### config.mk
export PLATFORM = sky130hd
export DESIGN_NAME = serial_parallel_flat
export DESIGN_NICKNAME = d
export VERILOG_FILES = /design/src/rtl/serial_parallel_if.sv /design/src/rtl/serial_parallel.sv /design/src/flat_wrapper.sv
export SDC_FILE = /design/constraint.sdc
export NUM_CORES = 1
export LEC_CHECK = 0
export CORE_ASPECT_RATIO = 0.75
export CORE_MARGIN = 8
export CORE_UTILIZATION = 54
export DETAILED_ROUTE_END_ITERATION = 6
export PLACE_DENSITY = 0.91
export RECOVER_POWER = 25
export SYNTH_ARGS = -nofsm -noshare
export SYNTH_HDL_FRONTEND = slang
export SYNTH_SLANG_ARGS = --single-unit
### constraint.sdc
create_clock -name clk -period 4.15 [get_ports clk]
set_clock_uncertainty 0.05 [all_clocks]
set_input_delay 0.83 -clock clk [delete_from_list [all_inputs] [get_ports clk]]
set_output_delay 0.83 -clock clk [all_outputs]
set_load 0.01 [all_outputs]
### src/rtl/serial_parallel_if.sv
// Receive-path bus of the deserializer: the serial line bit in, the framed
// parallel word and its status strobes out.
interface serial_parallel_if #(
  parameter int WIDTH = 10
);
  logic             serial_in;
  logic [WIDTH-1:0] parallel_out;
  logic             word_valid;
  logic             comma_det;
  logic             aligned;

  // The deserializer drives the parallel side; the line/consumer side is the slave.
  modport master (
    input  serial_in,
    output parallel_out,
    output word_valid,
    output comma_det,
    output aligned
  );

  modport slave (
    output serial_in,
    input  parallel_out,
    input  word_valid,
    input  comma_det,
    input  aligned
  );
endinterface

### src/rtl/serial_parallel.sv
// Serial-in parallel-out deserializer: LSB-first word assembly with optional
// K28.5 comma detection that re-frames the word boundary.
module serial_parallel #(
  parameter int         WIDTH    = 10,
  parameter bit         ALIGN_EN = 1'b1,
  parameter logic [9:0] COMMA_P  = 10'h17C,
  parameter logic [9:0] COMMA_N  = 10'h283
) (
  input logic               clk,
  input logic               reinicio,
  serial_parallel_if.master bus
);
  localparam int               CNT_W = $clog2(WIDTH);
  localparam logic [CNT_W-1:0] LAST  = CNT_W'(WIDTH - 1);

  logic [WIDTH-1:0] shift_q, shift_d;
  logic [CNT_W-1:0] cnt_q, cnt_d;
  logic [WIDTH-1:0] parallel_q, parallel_d;
  logic             valid_q, valid_d;
  logic             comma_q, comma_d;
  logic             aligned_q, aligned_d;
  logic             commaHit;
  logic             boundary;
  logic             load;

  // Comma patterns are 10-bit code groups, so matching only exists at WIDTH == 10.
  generate
    if (WIDTH == 10) begin : gAlign
      assign commaHit = ALIGN_EN && ((shift_d == COMMA_P) || (shift_d == COMMA_N));
    end else begin : gNoAlign
      assign commaHit = 1'b0;
    end
  endgenerate

  always_comb begin
    shift_d    = {bus.serial_in, shift_q[WIDTH-1:1]};
    boundary   = (cnt_q == LAST);
    load       = boundary || commaHit;
    cnt_d      = load ? '0 : cnt_q + CNT_W'(1);
    parallel_d = load ? shift_d : parallel_q;
    valid_d    = load;
    comma_d    = commaHit;
    aligned_d  = aligned_q || commaHit;
  end

  always_ff @(posedge clk) begin
    if (reinicio) begin
      shift_q    <= '0;
      cnt_q      <= '0;
      parallel_q <= '0;
      valid_q    <= 1'b0;
      comma_q    <= 1'b0;
      aligned_q  <= 1'b0;
    end else begin
      shift_q    <= shift_d;
      cnt_q      <= cnt_d;
      parallel_q <= parallel_d;
      valid_q    <= valid_d;
      comma_q    <= comma_d;
      aligned_q  <= aligned_d;
    end
  end

  assign bus.parallel_out = parallel_q;
  assign bus.word_valid   = valid_q;
  assign bus.comma_det    = comma_q;
  assign bus.aligned      = aligned_q;
endmodule

### src/flat_wrapper.sv
// flat-port wrapper written by rule: the top's interface ports become plain ports
module serial_parallel_flat 
#(
  parameter int         WIDTH    = 10,
  parameter bit         ALIGN_EN = 1'b1,
  parameter logic [9:0] COMMA_P  = 10'h17C,
  parameter logic [9:0] COMMA_N  = 10'h283
)
  (clk, reinicio, bus_serial_in, bus_parallel_out, bus_word_valid, bus_comma_det, bus_aligned);
  serial_parallel_if #(.WIDTH(WIDTH)) bus_i ();
  input logic clk;
  input logic reinicio;
  input wire logic [$bits(bus_i.serial_in)-1:0] bus_serial_in;
  output wire logic [$bits(bus_i.parallel_out)-1:0] bus_parallel_out;
  output wire logic [$bits(bus_i.word_valid)-1:0] bus_word_valid;
  output wire logic [$bits(bus_i.comma_det)-1:0] bus_comma_det;
  output wire logic [$bits(bus_i.aligned)-1:0] bus_aligned;
  assign bus_i.serial_in = bus_serial_in;
  assign bus_parallel_out = bus_i.parallel_out;
  assign bus_word_valid = bus_i.word_valid;
  assign bus_comma_det = bus_i.comma_det;
  assign bus_aligned = bus_i.aligned;
  serial_parallel #(.WIDTH(WIDTH), .ALIGN_EN(ALIGN_EN), .COMMA_P(COMMA_P), .COMMA_N(COMMA_N)) u_core (.clk(clk), .reinicio(reinicio), .bus(bus_i));
endmodule
-- After elaboration in Yosys (flattened, before gate mapping)
Index checks and enable logic that the tools add are counted.
- mux-type cells: 0
- div/mod/pow operators: 0
- shifts and indexed selects: 0
- bitwise gates (word level): 0
- equal/unequal tests: 3
- magnitude comparators: 0
- multiply operators: 0
- reduce and logical (&&, ||, !) cells: 4
- add/subtract/negate cells: 1
- operators with widths (operator ; number):
    $eq 10x10->1 const B ; 1
    $eq 10x9->1 const B ; 1
    $add 4x1->4 const B ; 1
    $eq 4x4->1 const B ; 1
    $logic_or 1x1->1 ; 3
    $reduce_or 2->1 ; 1
- memory bits (writable): 0
- memories kept: 0
- memory bits (read-only): 0
- output and inout port bits: 13
- input bits: 3
- logic and storage cells: 14
- register bits after elaboration: 27
- latch bits: 0

-- Depth between registers and ports, before layout
- depth in word-level cells: 4
- mapped depth: 7
- mapped depth without buffers: 6

-- Worst setup path before layout
No wires, ideal clock.
- kind: in2reg
- start point: input port bus_serial_in
- end point: register u_core.parallel_q[1], in the netlist u_core.bus.parallel_out[1]
- setup time: 0.134 ns
- path slack: 1.908 ns
- data arrival time: 2.059 ns
- required time: 3.966 ns
- stages: 5
- buffers on the path: 1
- cells stage by stage: or4b_4 -> or4_4 -> buf_6 -> nand3_1 -> a21oi_1
- cells in the longest elaborated chain, start to end: 3
- elaborated cells between the ends (all ways): 4
- classes of those cells: 2 x eq/ne; 2 x reduce/logical
- RTL lines (what ; line ; source):
    start, declared ; flat_wrapper.sv:13 ; input wire logic [$bits(bus_i.serial_in)-1:0] bus_serial_in;
    $eq 10x9->1 / $eq 10x10->1 (equally long branches) ; serial_parallel.sv:29 ; assign commaHit = ALIGN_EN && ((shift_d == COMMA_P) || (shift_d == COMMA_N));
    $logic_or 1x1->1 * ; serial_parallel.sv:29 ;
    $logic_or 1x1->1 * ; serial_parallel.sv:38 ; load = boundary || commaHit;
    end signal, assigned ; serial_parallel.sv:57 ; parallel_q <= parallel_d;
    end, declared ; serial_parallel.sv:18 ; logic [WIDTH-1:0] parallel_q, parallel_d;
Every way passes the cells marked *; elsewhere a longest branch is shown, timed or not.
A chain may end at the register's enable or synchronous reset.

-- Worst setup path after layout
- start point: input port bus_serial_in
- end point: register u_core.aligned_q, in the netlist u_core.bus.aligned
- cells in the longest elaborated chain, start to end: 3
- elaborated cells between the ends (all ways): 4
- classes of those cells: 2 x eq/ne; 2 x reduce/logical
- RTL lines (what ; line ; source):
    $eq 10x9->1 / $eq 10x10->1 (equally long branches) ; serial_parallel.sv:29 ;
    $logic_or 1x1->1 * ; serial_parallel.sv:29 ;
    $logic_or 1x1->1 * ; serial_parallel.sv:43 ; aligned_d = aligned_q || commaHit;
    end signal, assigned ; serial_parallel.sv:60 ; aligned_q <= aligned_d;
    end, declared ; serial_parallel.sv:21 ; logic aligned_q, aligned_d;
Marked as above.

==> results.txt <==
Reg clk slew, reported paths -> 0.13 ns
Initial antenna violation count -> 0
Post-synthesis simple-gate area fraction -> 0.2781
Worst IR Drop VDD -> 0.2686 mV
Synth Area in Compound Gates -> 0.1173
Synth warnings -> 0
Final setup violation count -> 0
Chip Width -> 65.22 um
Cell Pwr Density -> 337.8 nW/um^2
Nets@finish -> 121
WL final -> 1892 um
Pre-CTS setup slack -> 1.360 ns
Status -> complete, no violations
Vias -> 774
Worst skew pair latency -> 0.32 ns
DRT iter0 DRCs -> 17
Gate Count Post-Synth -> 100
Syn Nets -> 105
DP HPWL -> 1459 um
Lkg Pwr -> 0.4054 nW
Clock sinks -> 26
Antenna-violating nets left -> 0
DR pass1 iterations -> 4
Maximum root-to-sink buffer count -> 2
Post-synth design cell area -> 980.9 um^2
CTS tree -> built
DRC Markers -> 0
Top cell type's share of synthesized area -> 0.5306
Multiplexer share of the synthesized area -> 0
IO Count -> 16
Slew headroom -> 0.4503
Pin count of the biggest net entering global routing -> 24
DR vias/cell -> 5.650
Total CTS buffers -> 3
HP Class -> register to register
Synth Area in Adders -> 0.02551
Mapped Avg Cell Area -> 9.809 um^2
Crit-path cells -> clkdlybuf4s50_1, or4b_4, or4_4, and2_4, a21oi_2
Synth cell count leaders -> dfxtp_1 (26), a21oi_1 (11), nand3_1 (9), nor2b_1 (9)
Crit path max fanout -> 13
Initial core utilization -> 0.5689
Die ar. -> 3451 um^2
Die extent in y -> 52.91 um
Setup tns final -> 0 ns
Critical path required time -> 4.36 ns
Post-cts sizing count -> 0
RSZ-0062 raised after global routing -> no
Layout cell share with drive strength beyond 1 -> 0.1130
WS Path Type -> input pin to register
GRT overflow -> 0
Final Cycle Share -> 0.5878
CP Capture Type -> register
H-Tree Depth -> 1
Slowest-stage cell, CP -> or4b_4
Worst hold slack -> 0.4297 ns
Layout overhead on the synthesized area -> 19.51%
Antenna diodes -> 0
Final hold vios -> 0
Post-synth top area cell -> dfxtp_1
Worst slew pin tran -> 0.8218 ns
Peak Freq -> 0.4100 GHz
Crit path launch type -> input pin
Ys flop type -> dfxtp_1
Largest family of logic cells by synthesized area -> simple AND/OR/NAND/NOR gates
# port buffers -> 15
CP peak stage delay -> 0.54 ns
Final Slew Violations -> 0
Worst path arrival time -> 2.65 ns
Routability Congestion -> 0.8241
WL/cell -> 13.81 um
Post-Synth XOR/XNOR Area -> 0.01786
Final WS setup -> 1.711 ns
Post-synthesis register bit count -> 26
First-pass GRT wire length -> 3277 um
Asr flop ratio synth -> 0
Top cells by area, synth -> dfxtp_1 (53%), nor2b_1 (5.7%), a21oi_1 (5.6%)
Setup bufs post-CTS -> 0
MaxCap Viol Count -> 0
Synth unique cells -> 28
Vias in the first global route -> 747
Cts hold-fix bufs -> 0
Cell row count -> 13
Top-count cell post-synth -> dfxtp_1
GRT Total Usage -> 0.1195
Sequential area share after synthesis -> 0.5306
Core ar. -> 1724 um^2
Clock root cell -> clkbuf_4
EDFF count, synth -> 0
Final min period -> 2.439 ns
## worst max-delay path: cells and delay by family
family | cells | cell delay (ns)
buffers and inverters | 1 | 0.45
AO/OA/AOI/OAI | 1 | 0.11
AND/OR/NAND/NOR | 3 | 1.26
## flip-flops by register name, summed over array words and instances (netlist names)
signal	cells
u_core.bus.aligned	1
u_core.bus.comma_det	1
u_core.bus.parallel_out	10
u_core.bus.word_valid	1
u_core.cnt_q	4
u_core.shift_q	9
## routing by layer
layer	GRT usage	part of all wire	vias up
li1	-	-	378
met1	0.1364	0.45	366
met2	0.1990	0.45	28
met3	0.05053	0.087	2
met4	0.03971	0.012	0
met5	0	0	-
## layout make-up
type	instances	area (um^2)
Fill cell	148	551.8
Multi-Input combinational cell	68	430.4
Sequential cell	26	520.5
Tap cell	22	27.53
Inverter	2	7.507
Clock buffer	4	36.28
Timing Repair Buffer	15	150.1
## metrics by stage
stage	util	cells	area (um^2)	power, mW
3_3_place_gp	0.6589	133	1136	0.2774
6_report	0.6800	137	1172	0.3960
3_5_place_dp	0.6589	133	1136	0.2783
2_1_floorplan	-	100	980.9	0.2730
5_1_grt	0.6800	137	1172	0.4124
4_1_cts	0.6800	137	1172	0.3998
## power by group
part           switching, mW  leakage, nW  internal (mW)
registers            0.00374        0.211          0.254
clock network         0.0699       0.0210         0.0538
logic                0.00811        0.174        0.00667
total                 0.0817        0.405          0.314
## layout by cell type (no fill, tap or decap), types with 2 or more instances in the layout
cell type and count:
dfxtp_1 26, clkdlybuf4s50_1 14, a21oi_1 11, nor2b_1 9
nand3_1 9, nand2_1 6, o21ai_0 6, nor2_1 6
clkbuf_4 3, inv_1 2, or4b_4 2, nand4_1 2
ha_1 2
## worst paths after layout
| kind | start | to | slack [ns] | cells after the start |
|---|---|---|---|---|
| max reg2reg | u_core.shift_q[6] | u_core.bus.parallel_out[5] | 2.19 | 4 |
| min | u_core.bus.aligned | u_core.bus.aligned | 0.43 | 2 |
| max | bus_serial_in | u_core.bus.aligned | 1.71 | 5 |
| min reg2reg | u_core.bus.aligned | u_core.bus.aligned | 0.43 | 2 |
## cells by family after synthesis
kind of cell,Yosys count
adder cells (fa/ha/maj),2
XOR/XNOR,2
flip-flops,26
buffers and inverters,6
AO/OA/AOI/OAI,20
AND/OR/NAND/NOR,44
(Power assumes the default switching activity.)
